==> src/rtl/edge_win_out_framer_if.sv <==
// Pixel-stream bundle between the window/edge-filter pipeline and the
// output framer. The master drives the shift strobe and filter result; the
// slave (the framer) returns the framed stream and flow-control flags.
interface edge_win_out_framer_if #(
   parameter int DATA_W = 24
);
   logic              shift_en;
   logic              sof_in;
   logic [DATA_W-1:0] edge_in;
   logic [DATA_W-1:0] pix_out;
   logic              out_valid;
   logic [9:0]        out_x;
   logic [8:0]        out_y;
   logic              out_border;
   logic              out_eol;
   logic              out_eof;
   logic              flush_req;
   logic              frame_err;

   modport master (
      output shift_en, sof_in, edge_in,
      input  pix_out, out_valid, out_x, out_y, out_border,
             out_eol, out_eof, flush_req, frame_err
   );

   modport slave (
      input  shift_en, sof_in, edge_in,
      output pix_out, out_valid, out_x, out_y, out_border,
             out_eol, out_eof, flush_req, frame_err
   );
endinterface

==> src/rtl/edge_win_out_framer.sv <==
// Output framer for the 3x3 line-buffer window pipeline. Absorbs the
// one-line-plus-one-pixel priming latency, tags each filtered pixel with its
// output coordinates and line/frame markers, substitutes a constant on the
// frame border, and requests flush shifts to drain the last row.
module edge_win_out_framer #(
   parameter int                 H_ACTIVE   = 640,
   parameter int                 V_ACTIVE   = 480,
   parameter int                 DATA_W     = 24,
   parameter logic [DATA_W-1:0]  BORDER_VAL = '0
) (
   input  logic                  clk,
   input  logic                  reset,
   edge_win_out_framer_if.slave  fr
);

   // Window centre for input n appears P shifts later.
   localparam int          P       = H_ACTIVE + 1;
   localparam int          TOTAL   = H_ACTIVE * V_ACTIVE;
   localparam logic [18:0] TOTAL_C = 19'(TOTAL);
   localparam logic [10:0] P_C     = 11'(P);
   localparam logic [9:0]  X_LAST  = 10'(H_ACTIVE - 1);
   localparam logic [8:0]  Y_LAST  = 9'(V_ACTIVE - 1);

   typedef enum logic [1:0] {IDLE, FILL, RUN, DRAIN} state_t;

   state_t              state_q, state_d;
   logic [18:0]         in_cnt_q, in_cnt_d;
   logic [10:0]         prime_cnt_q, prime_cnt_d;
   logic [9:0]          ox_q, ox_d;
   logic [8:0]          oy_q, oy_d;

   logic [DATA_W-1:0]   pix_q, pix_d;
   logic                valid_q, valid_d;
   logic [9:0]          x_q, x_d;
   logic [8:0]          y_q, y_d;
   logic                border_q, border_d;
   logic                eol_q, eol_d;
   logic                eof_q, eof_d;
   logic                flush_q, flush_d;
   logic                ferr_q, ferr_d;

   logic                restart;
   logic                emit;
   logic                at_eol;
   logic                at_eof;
   logic                on_border;
   logic [18:0]         in_cnt_inc;

   assign restart    = fr.shift_en & fr.sof_in;
   assign emit       = fr.shift_en & ~fr.sof_in & ((state_q == RUN) | (state_q == DRAIN));
   assign at_eol     = (ox_q == X_LAST);
   assign at_eof     = at_eol & (oy_q == Y_LAST);
   assign on_border  = (ox_q == 10'd0) | at_eol | (oy_q == 9'd0) | (oy_q == Y_LAST);
   // Input count saturates at one full frame; later shifts are flush dummies.
   assign in_cnt_inc = (in_cnt_q == TOTAL_C) ? in_cnt_q : in_cnt_q + 19'd1;

   // State, counter and output registers.
   always_ff @(posedge clk) begin
      if (reset) begin
         state_q     <= IDLE;
         in_cnt_q    <= '0;
         prime_cnt_q <= '0;
         ox_q        <= '0;
         oy_q        <= '0;
         pix_q       <= '0;
         valid_q     <= 1'b0;
         x_q         <= '0;
         y_q         <= '0;
         border_q    <= 1'b0;
         eol_q       <= 1'b0;
         eof_q       <= 1'b0;
         flush_q     <= 1'b0;
         ferr_q      <= 1'b0;
      end else begin
         state_q     <= state_d;
         in_cnt_q    <= in_cnt_d;
         prime_cnt_q <= prime_cnt_d;
         ox_q        <= ox_d;
         oy_q        <= oy_d;
         pix_q       <= pix_d;
         valid_q     <= valid_d;
         x_q         <= x_d;
         y_q         <= y_d;
         border_q    <= border_d;
         eol_q       <= eol_d;
         eof_q       <= eof_d;
         flush_q     <= flush_d;
         ferr_q      <= ferr_d;
      end
   end

   // Next state and counters; nothing moves without a shift.
   always_comb begin
      state_d     = state_q;
      in_cnt_d    = in_cnt_q;
      prime_cnt_d = prime_cnt_q;
      ox_d        = ox_q;
      oy_d        = oy_q;
      if (restart) begin
         // A sof always (re)starts a frame, abandoning any frame in flight.
         state_d     = FILL;
         in_cnt_d    = 19'd1;
         prime_cnt_d = 11'd1;
         ox_d        = '0;
         oy_d        = '0;
      end else if (fr.shift_en) begin
         case (state_q)
            FILL: begin
               in_cnt_d    = in_cnt_inc;
               prime_cnt_d = prime_cnt_q + 11'd1;
               if (prime_cnt_q + 11'd1 == P_C) begin
                  ox_d    = '0;
                  oy_d    = '0;
                  state_d = (in_cnt_inc == TOTAL_C) ? DRAIN : RUN;
               end
            end
            RUN, DRAIN: begin
               in_cnt_d = in_cnt_inc;
               if (at_eol) begin
                  ox_d = '0;
                  oy_d = oy_q + 9'd1;
               end else begin
                  ox_d = ox_q + 10'd1;
               end
               if (at_eof) begin
                  state_d     = IDLE;
                  in_cnt_d    = '0;
                  prime_cnt_d = '0;
                  ox_d        = '0;
                  oy_d        = '0;
               end else if ((state_q == RUN) && (in_cnt_inc == TOTAL_C)) begin
                  state_d = DRAIN;
               end
            end
            default: ;
         endcase
      end
   end

   // Registered outputs; markers only accompany a valid pixel.
   always_comb begin
      valid_d  = emit;
      pix_d    = pix_q;
      x_d      = x_q;
      y_d      = y_q;
      if (emit) begin
         pix_d = on_border ? BORDER_VAL : fr.edge_in;
         x_d   = ox_q;
         y_d   = oy_q;
      end
      border_d = emit & on_border;
      eol_d    = emit & at_eol;
      eof_d    = emit & at_eof;
      flush_d  = (state_d == DRAIN);
      ferr_d   = restart & (state_q != IDLE);
   end

   assign fr.pix_out    = pix_q;
   assign fr.out_valid  = valid_q;
   assign fr.out_x      = x_q;
   assign fr.out_y      = y_q;
   assign fr.out_border = border_q;
   assign fr.out_eol    = eol_q;
   assign fr.out_eof    = eof_q;
   assign fr.flush_req  = flush_q;
   assign fr.frame_err  = ferr_q;

endmodule

==> src/flat_wrapper.sv <==
// flat-port wrapper written by rule: the top's interface ports become plain ports
module edge_win_out_framer_flat 
#(
   parameter int                 H_ACTIVE   = 640,
   parameter int                 V_ACTIVE   = 480,
   parameter int                 DATA_W     = 24,
   parameter logic [DATA_W-1:0]  BORDER_VAL = '0
)
  (clk, reset, fr_shift_en, fr_sof_in, fr_edge_in, fr_pix_out, fr_out_valid, fr_out_x, fr_out_y, fr_out_border, fr_out_eol, fr_out_eof, fr_flush_req, fr_frame_err);
  edge_win_out_framer_if #(.DATA_W(DATA_W)) fr_i ();
  input  logic clk;
  input  logic reset;
  input wire logic [$bits(fr_i.shift_en)-1:0] fr_shift_en;
  input wire logic [$bits(fr_i.sof_in)-1:0] fr_sof_in;
  input wire logic [$bits(fr_i.edge_in)-1:0] fr_edge_in;
  output wire logic [$bits(fr_i.pix_out)-1:0] fr_pix_out;
  output wire logic [$bits(fr_i.out_valid)-1:0] fr_out_valid;
  output wire logic [$bits(fr_i.out_x)-1:0] fr_out_x;
  output wire logic [$bits(fr_i.out_y)-1:0] fr_out_y;
  output wire logic [$bits(fr_i.out_border)-1:0] fr_out_border;
  output wire logic [$bits(fr_i.out_eol)-1:0] fr_out_eol;
  output wire logic [$bits(fr_i.out_eof)-1:0] fr_out_eof;
  output wire logic [$bits(fr_i.flush_req)-1:0] fr_flush_req;
  output wire logic [$bits(fr_i.frame_err)-1:0] fr_frame_err;
  assign fr_i.shift_en = fr_shift_en;
  assign fr_i.sof_in = fr_sof_in;
  assign fr_i.edge_in = fr_edge_in;
  assign fr_pix_out = fr_i.pix_out;
  assign fr_out_valid = fr_i.out_valid;
  assign fr_out_x = fr_i.out_x;
  assign fr_out_y = fr_i.out_y;
  assign fr_out_border = fr_i.out_border;
  assign fr_out_eol = fr_i.out_eol;
  assign fr_out_eof = fr_i.out_eof;
  assign fr_flush_req = fr_i.flush_req;
  assign fr_frame_err = fr_i.frame_err;
  edge_win_out_framer #(.H_ACTIVE(H_ACTIVE), .V_ACTIVE(V_ACTIVE), .DATA_W(DATA_W), .BORDER_VAL(BORDER_VAL)) u_core (.clk(clk), .reset(reset), .fr(fr_i));
endmodule
==> config.mk <==
export PLATFORM = sky130hd
export DESIGN_NAME = edge_win_out_framer_flat
export DESIGN_NICKNAME = d
export VERILOG_FILES = /design/src/rtl/edge_win_out_framer_if.sv /design/src/rtl/edge_win_out_framer.sv /design/src/flat_wrapper.sv
export SDC_FILE = /design/constraint.sdc
export NUM_CORES = 1
export LEC_CHECK = 0
export ABC_AREA = 1
export BUFFER_PORTS_ARGS = -buffer_cell sky130_fd_sc_hd__buf_2
export CORE_MARGIN = 8
export CORE_UTILIZATION = 40
export CTS_BUF_LIST = sky130_fd_sc_hd__clkbuf_8 sky130_fd_sc_hd__clkbuf_16
export DETAILED_ROUTE_END_ITERATION = 8
export PLACE_DENSITY_LB_ADDON = 0.08
export SETUP_SLACK_MARGIN = 0.15
export SYNTH_ARGS = -nofsm -noshare
export SYNTH_HDL_FRONTEND = slang
export SYNTH_SLANG_ARGS = --single-unit
==> constraint.sdc <==
create_clock -name clk -period 2.4 [get_ports clk]
set_input_delay 0 -clock clk [delete_from_list [all_inputs] [get_ports clk]]
set_output_delay 0 -clock clk [all_outputs]
set_load 0.02 [all_outputs]
==> impl_metrics.py, run 1 <==
metrics = {
    "run_status": {
        "status": "finished clean",
    },
    "finish": {
        "nFillCells": 1258,
        "nNetsFinal": 899,
        "final_cell_mix": "nand2_1 (195), dfxtp_1 (94), a21oi_1 (90)",
        "layout_commonest_cell": "nand2_1",
        "fin_area_mm2": 0.00650,
        "antenna_cells": 0,
        "area_growth_syn_to_layout_pct": 27.7,
        "utilization_pct": 52.0,
        "drive_gt1_share_pct": 20.3,
    },
    "clocking": {
        "cts_root_buf": "clkbuf_16",
        "cts_buffer_depth": 2,
        "clkTransAtPathRegs_ps": 70,
        "cts.sinks": 100,
        "cts_tree": "done",
        "cts_buffers": 9,
        "htree_levels": 3,
        "clock_latency_ps": 350,
    },
    "min_path": {
        "whs_endpoint": "u_core.fr.pix_out[6]",
        "min_path_type": "primary input to register",
        "min_path_cells": 4,
        "min_from": "fr_edge_in[6]",
    },
    "detailed_routing": {
        "drtIter0Drc": 445,
        "vias": 5136,
        "dr.pass1.iters": 7,
        "wl_mm": 14.1,
        "viasPerCell": 4.94,
        "antenna_left": 0,
        "post_drt_wl_per_cell_um": 13.5,
        "drc_errors": 0,
    },
    "sta": {
        "min_period_over_period_pct": 88.2,
        "setup_viol": 0,
        "fmax_mhz": 473,
        "drv_slew": 0,
        "tightest_slew_ps": 730,
        "hold_violations": 0,
        "finalHoldWorstSlack_ps": 450,
        "setup-tns-final_ps": 0,
        "rsz0062_at_grt": "true",
        "period_minus_slack_ps": 2120,
        "fin_skew_ps": 8.29,
        "maxSlewHeadroom_pct": 51.3,
    },
    "worst_setup_path": {
        "regToRegStartpoint": "u_core.state_q[1]",
        "worst_setup_path_start_kind": "register",
        "r2r-end": "u_core.ox_q[5]",
        "max_stage_delay_ps": 490,
        "crit_start": "u_core.state_q[1]",
        "critPathArrivalTime_ps": 2400,
        "worst-r2r-setup-slack_ps": 280,
        "reg2regPathDepth": 7,
        "crit_chain": "clkinv_1 > nor2_2 > inv_1 > or3_1 > nand2_1 > o21ai_0 > nor2_1",
        "path_class": "register to register",
        "worst_path_max_delay_cell": "dfxtp_1",
        "critical_path.endpoint_type": "register",
        "cp_max_fo": 9,
        "critPathRequiredTime_ps": 2680,
    },
    "global_routing": {
        "grt_usage_pct": 16.8,
        "grt_pass1_vias": 4862,
        "antenna_found_initial": 0,
        "grt-ovfl-total": 0,
        "grt_start_max_net_pins": 82,
        "grt_pass1_wl_mm": 23.0,
    },
    "synthesis": {
        "yosys_warnings": 0,
        "synth-main-ff-cell": "dfxtp_1",
        "postSynthAreaPerCell_um2": 6.79,
        "netlist_instances": 750,
        "yosys-top-cells-area": "dfxtp_1 (39%), nand2_1 (15%), a21oi_1 (8.9%)",
        "netlist_area_mm2": 0.00509,
        "yosysSeqAreaShare_pct": 39.3,
        "yosysUniqueCellTypes": 41,
        "synth_fp_nets": 786,
        "synth_seq_cells": 100,
        "synth_top_area_share_pct": 39.3,
        "yosysTopAreaCell": "dfxtp_1",
        "synth_edf_count": 0,
        "synthArstFlopShare_pct": 0,
    },
    "floorplan": {
        "core-area_mm2": 0.0125,
        "dieWidth_um": 129,
        "initial_core_util_pct": 40.7,
        "die_h_um": 129,
        "io_pins": 77,
        "dieArea_mm2": 0.0166,
        "row_count": 41,
    },
    "placed_design": {
        "hpwlAfterDp_mm": 9.89,
        "place_area_mm2": 0.00567,
        "io_buffers": 76,
        "place.gp.congestion": 0.931,
    },
    "power": {
        "power_density_mw_per_mm2": 493,
        "leakage_uw": 0.00263,
        "peakVddDrop_uv": 345,
        "power_uw": 3210,
    },
    "job": {
        "cap_violations": 0,
    },
}
[synthesized netlist by cell type, types with 2 or more instances]
master,instances
o21ai_0,45
ha_1,8
nor3b_1,2
o21bai_1,3
inv_1,69
nand2_1,197
nand3_1,40
a31oi_1,2
nor2_4,2
nor2_1,73
dfxtp_1,100
nor3_1,19
clkbuf_1,20
xor2_1,11
nand4_1,15
nand3b_1,2
or2_2,3
nor4_1,7
nor2_2,5
o21ai_2,2
nand3_2,3
buf_2,6
a21oi_1,91
xnor2_1,4
nand2_2,5
[kinds of logic after synthesis]
| kind of cell | Yosys count | synth area share [%] |
|---|---|---|
| buf+inv | 101 | 7.81 |
| xor+xnor | 16 | 2.90 |
| flops | 100 | 39.3 |
| fa+ha+maj | 8 | 1.97 |
| simple gates | 379 | 33.2 |
| compound gates | 146 | 14.8 |
[worst max-delay path by stage]
stage	endpoint	slack (ps)
floorplan	u_core.ox_q[6]	420
global placement	u_core.ox_q[2]	220
detailed placement	u_core.oy_q[5]	90
CTS	u_core.oy_q[5]	160
global route	u_core.prime_cnt_q[10]	130
finish	u_core.ox_q[5]	280
[flip-flops by register name, indices dropped and copies added (netlist names)]
register,flops
u_core.fr.pix_out,24
u_core.in_cnt_q,19
u_core.prime_cnt_q,11
u_core.fr.out_x,10
u_core.ox_q,10
u_core.fr.out_y,9
u_core.oy_q,9
u_core.state_q,2
u_core.fr.flush_req,1
u_core.fr.frame_err,1
u_core.fr.out_border,1
u_core.fr.out_eof,1
u_core.fr.out_eol,1
u_core.fr.out_valid,1
[power by group]
group	switching, uW	internal [uW]
Sequential	5.98	1660
Combinational	98.2	80.9
Clock	609	752
Total	714	2500
[critical path: cells and delay by family, from the launching register on]
family	cells	cell delay, ps
AND/OR/NAND/NOR	4	930
AO/OA/AOI/OAI	1	70
flip-flops	1	490
buffers and inverters	2	560
[through the flow]
step                      setup WS [ps]  cells
after floorplan                     420    750
after global placement              216    981
after detailed placement           91.7    981
after CTS                           156   1024
after global routing                130   1039
final                               284   1039
[cell type report]
class / count / area, um2 / area share [%]
Inverter: 72 / 277 / 4.25
Multi-Input combinational cell: 551 / 2830 / 43.5
Clock inverter: 4 / 23.8 / 0.366
Clock buffer: 11 / 253 / 3.89
Tap cell: 172 / 215 / 3.31
Timing Repair Buffer: 129 / 887 / 13.6
Sequential cell: 100 / 2020 / 31.0
[routing by layer]
metal  up-vias  routed length, um  GRT usage, %
met5         -                  0             0
met4         0                176          4.77
met3        22                633          4.22
met2       103               6940          29.1
met1      2339               6310          20.1
li1       2672                  -             -
[what timing repair did]
action	CTS	global route
pin swaps	0	9
cloned	0	2
endpoints found under the setup margin	9	48
gates resized for setup	3	39
setup buffers	0	13
hold buffers	28	0
hold endpoints to repair	32	0
(Power assumes the default switching activity.)
==> run 2, diff against run 1 <==
- CELL_PAD_IN_SITES_DETAIL_PLACEMENT: default -> 1
- CELL_PAD_IN_SITES_GLOBAL_PLACEMENT: default -> 2
- CORE_UTILIZATION: 40 -> 28
- HOLD_SLACK_MARGIN: default -> 0.12
- clock period: 2.4 -> 1.8 ns (I/O delays scaled with it)
==> run 2 against run 1 <==
Compared with the run above:
- maximum frequency hardly changed
- largest cell class unchanged
- count of clock-buffer cells in the layout decreased by 1
- sequential share of layout area down 7.2 points
- the flow now finishes with violations (setup timing)
- via count grew 15%
- non-clock buffer count grew 128
==> impl_metrics.py, run 2 (synthesis results as in run 1) <==
metrics = {
    "sta": {
        "fin_skew_ps": 13.9,
        "rsz0062_at_grt": "true",
        "tightest_slew_ps": 455,
        "drv_slew": 0,
        "fmax_mhz": 472,
        "hold_violations": 0,
        "min_period_over_period_pct": 118,
        "fin_ws_ps": -317,
        "setup_viol": 77,
        "maxSlewHeadroom_pct": 69.6,
        "finalHoldWorstSlack_ps": 159,
        "setup-tns-final_ps": -10100,
        "period_minus_slack_ps": 2120,
    },
    "detailed_routing": {
        "viasPerCell": 4.82,
        "wl_mm": 20.6,
        "vias": 5912,
        "drc_errors": 0,
        "drtIter0Drc": 208,
        "dr.pass1.iters": 4,
        "post_drt_wl_per_cell_um": 16.8,
        "antenna_left": 0,
    },
    "worst_setup_path": {
        "critical_path.endpoint_type": "register",
        "path_class": "register to register",
        "crit_start": "u_core.prime_cnt_q[0]",
        "worst_setup_path_start_kind": "register",
        "r2r-end": "u_core.oy_q[3]",
        "endpoint": "u_core.oy_q[3]",
        "cp_max_fo": 6,
        "critPathRequiredTime_ps": 2050,
        "worst-r2r-setup-slack_ps": -320,
        "regToRegStartpoint": "u_core.prime_cnt_q[0]",
        "reg2regPathDepth": 14,
        "critPathArrivalTime_ps": 2370,
    },
    "floorplan": {
        "die_h_um": 151,
        "io_pins": 77,
        "dieWidth_um": 151,
        "row_count": 49,
        "initial_core_util_pct": 28.4,
        "dieArea_mm2": 0.0228,
        "core-area_mm2": 0.0179,
    },
    "finish": {
        "nNetsFinal": 1028,
        "drive_gt1_share_pct": 45.9,
        "nFillCells": 2191,
        "area_growth_syn_to_layout_pct": 67.4,
        "layout_commonest_cell": "nand2_1",
        "largest_reg_flops": 24,
        "final_cell_mix": "nand2_1 (140), buf_4 (124), dfxtp_1 (88)",
        "finalNonFillerCells": 1226,
        "fin_area_mm2": 0.00853,
        "utilization_pct": 47.6,
    },
    "clocking": {
        "cts_root_buf": "clkbuf_16",
        "cts_buffers": 9,
        "cts.sinks": 100,
        "clock_latency_ps": 360,
        "cts_buffer_depth": 2,
        "cts_tree": "done",
        "htree_levels": 3,
        "clkTransAtPathRegs_ps": 70,
    },
    "power": {
        "switching_share_pct": 25.6,
        "p_int_uw": 3410,
        "p_comb_share_pct": 7.4,
        "power_frac_seq_pct": 48.4,
        "power_density_mw_per_mm2": 538,
        "p_switching_uw": 1170,
        "leakage_uw": 0.00365,
        "clkPwrFrac_pct": 44.2,
        "peakVddDrop_uv": 436,
    },
    "placed_design": {
        "place.gp.congestion": 0.822,
        "io_buffers": 76,
        "post-place-cells": 1145,
        "hpwlAfterDp_mm": 14.3,
        "place_area_mm2": 0.00667,
    },
    "global_routing": {
        "grt_start_max_net_pins": 44,
        "antenna_found_initial": 0,
        "grt_pass1_wl_mm": 31.8,
        "grt_usage_pct": 17.6,
        "grt-ovfl-total": 0,
        "grt_pass1_vias": 6437,
    },
    "min_path": {
        "min_path_type": "primary input to register",
    },
    "run_status": {
        "violations": "setup timing",
        "status": "finished with violations",
    },
    "job": {
        "cap_violations": 0,
    },
}
==> run 2: cell count changes in the layout (fill, tap and decap cells not counted), moves of 8 or more <==
cell | before | now
a21oi_1 | 90 | 44
a21oi_2 | 1 | 47
buf_4 | 20 | 124
buf_6 | 1 | 19
nand2_1 | 195 | 140
nand2_2 | 4 | 36
nand2_4 | 4 | 26
nand3_1 | 39 | 26
nand3_2 | 3 | 14
nor2_1 | 62 | 51
nor2_4 | 5 | 13
==> run 2: worst min path at each step <==
| stage | depth (start not counted) | startpoint | end | slack, ps |
|---|---|---|---|---|
| final | 5 | fr_shift_en | u_core.prime_cnt_q[0] | 160 |
| after global routing | 5 | fr_shift_en | u_core.prime_cnt_q[0] | 170 |
| after CTS | 5 | fr_shift_en | u_core.in_cnt_q[0] | 130 |
| after detailed placement | 3 | fr_edge_in[22] | u_core.fr.pix_out[22] | 260 |
| after global placement | 3 | fr_edge_in[22] | u_core.fr.pix_out[22] | 250 |
| after floorplan | 1 | reset | u_core.fr.out_eof | 80 |
==> run 2: cell type report <==
type | instances | area [um2] | area share [%]
repair buffers | 257 | 2020 | 23.7
repair inverters | 2 | 18.8 | 0.220
inverters | 72 | 308 | 3.61
flip-flops and latches | 100 | 2030 | 23.8
diodes | 1 | 2.50 | 0.0293
clock buffers | 10 | 250 | 2.93
clock inverters | 5 | 51.3 | 0.602
well taps | 229 | 287 | 3.36
multi-input cells | 550 | 3560 | 41.7
==> run 2: power by group through the flow <==
stage | sequential, uW | combinational (uW) | clock, uW
floorplan | 2280 | 96.3 | 0
global placement | 2280 | 212 | 0
detailed placement | 2280 | 219 | 0
CTS | 2220 | 302 | 2100
global route | 2220 | 369 | 2180
finish | 2220 | 340 | 2030
==> run 2: stage by stage <==
stage	worst slack (ps)	power, uW
detailed placement	-369	2490
global route	-435	4770
global placement	-352	2490
floorplan	-26.6	2370
finish	-317	4590
CTS	-290	4620
==> run 2: worst max-delay path: stages (launching register included) <==
cell and delay (ps):
dfxtp_4 380, ha_4 140, nand2_4 60, nor2_4 160
inv_1 60, nand2_1 80, nand4_1 140, nor3_4 190
nand3_2 150, nand2_4 130, nand2_8 90, nor2_8 150
inv_2 80, nor2_1 130, nor2_1 60
==> run 2: per-layer routing <==
| layer | track usage, % | vias to the layer above | wire [um] |
|---|---|---|---|
| met1 | 19.8 | 2894 | 8690 |
| li1 | - | 2929 | - |
| met4 | 4.90 | 0 | 277 |
| met5 | 0 | - | 0 |
| met2 | 32.4 | 68 | 11100 |
| met3 | 4.15 | 21 | 553 |
==> run 2: timing repair <==
item,in CTS,in global routing
buffers inserted,22,8
hold endpoints to repair,40,0
hold buffers,28,0
endpoints found under the setup margin,77,94
resized for setup,108,143
pin swaps,25,43
gates cloned,5,2
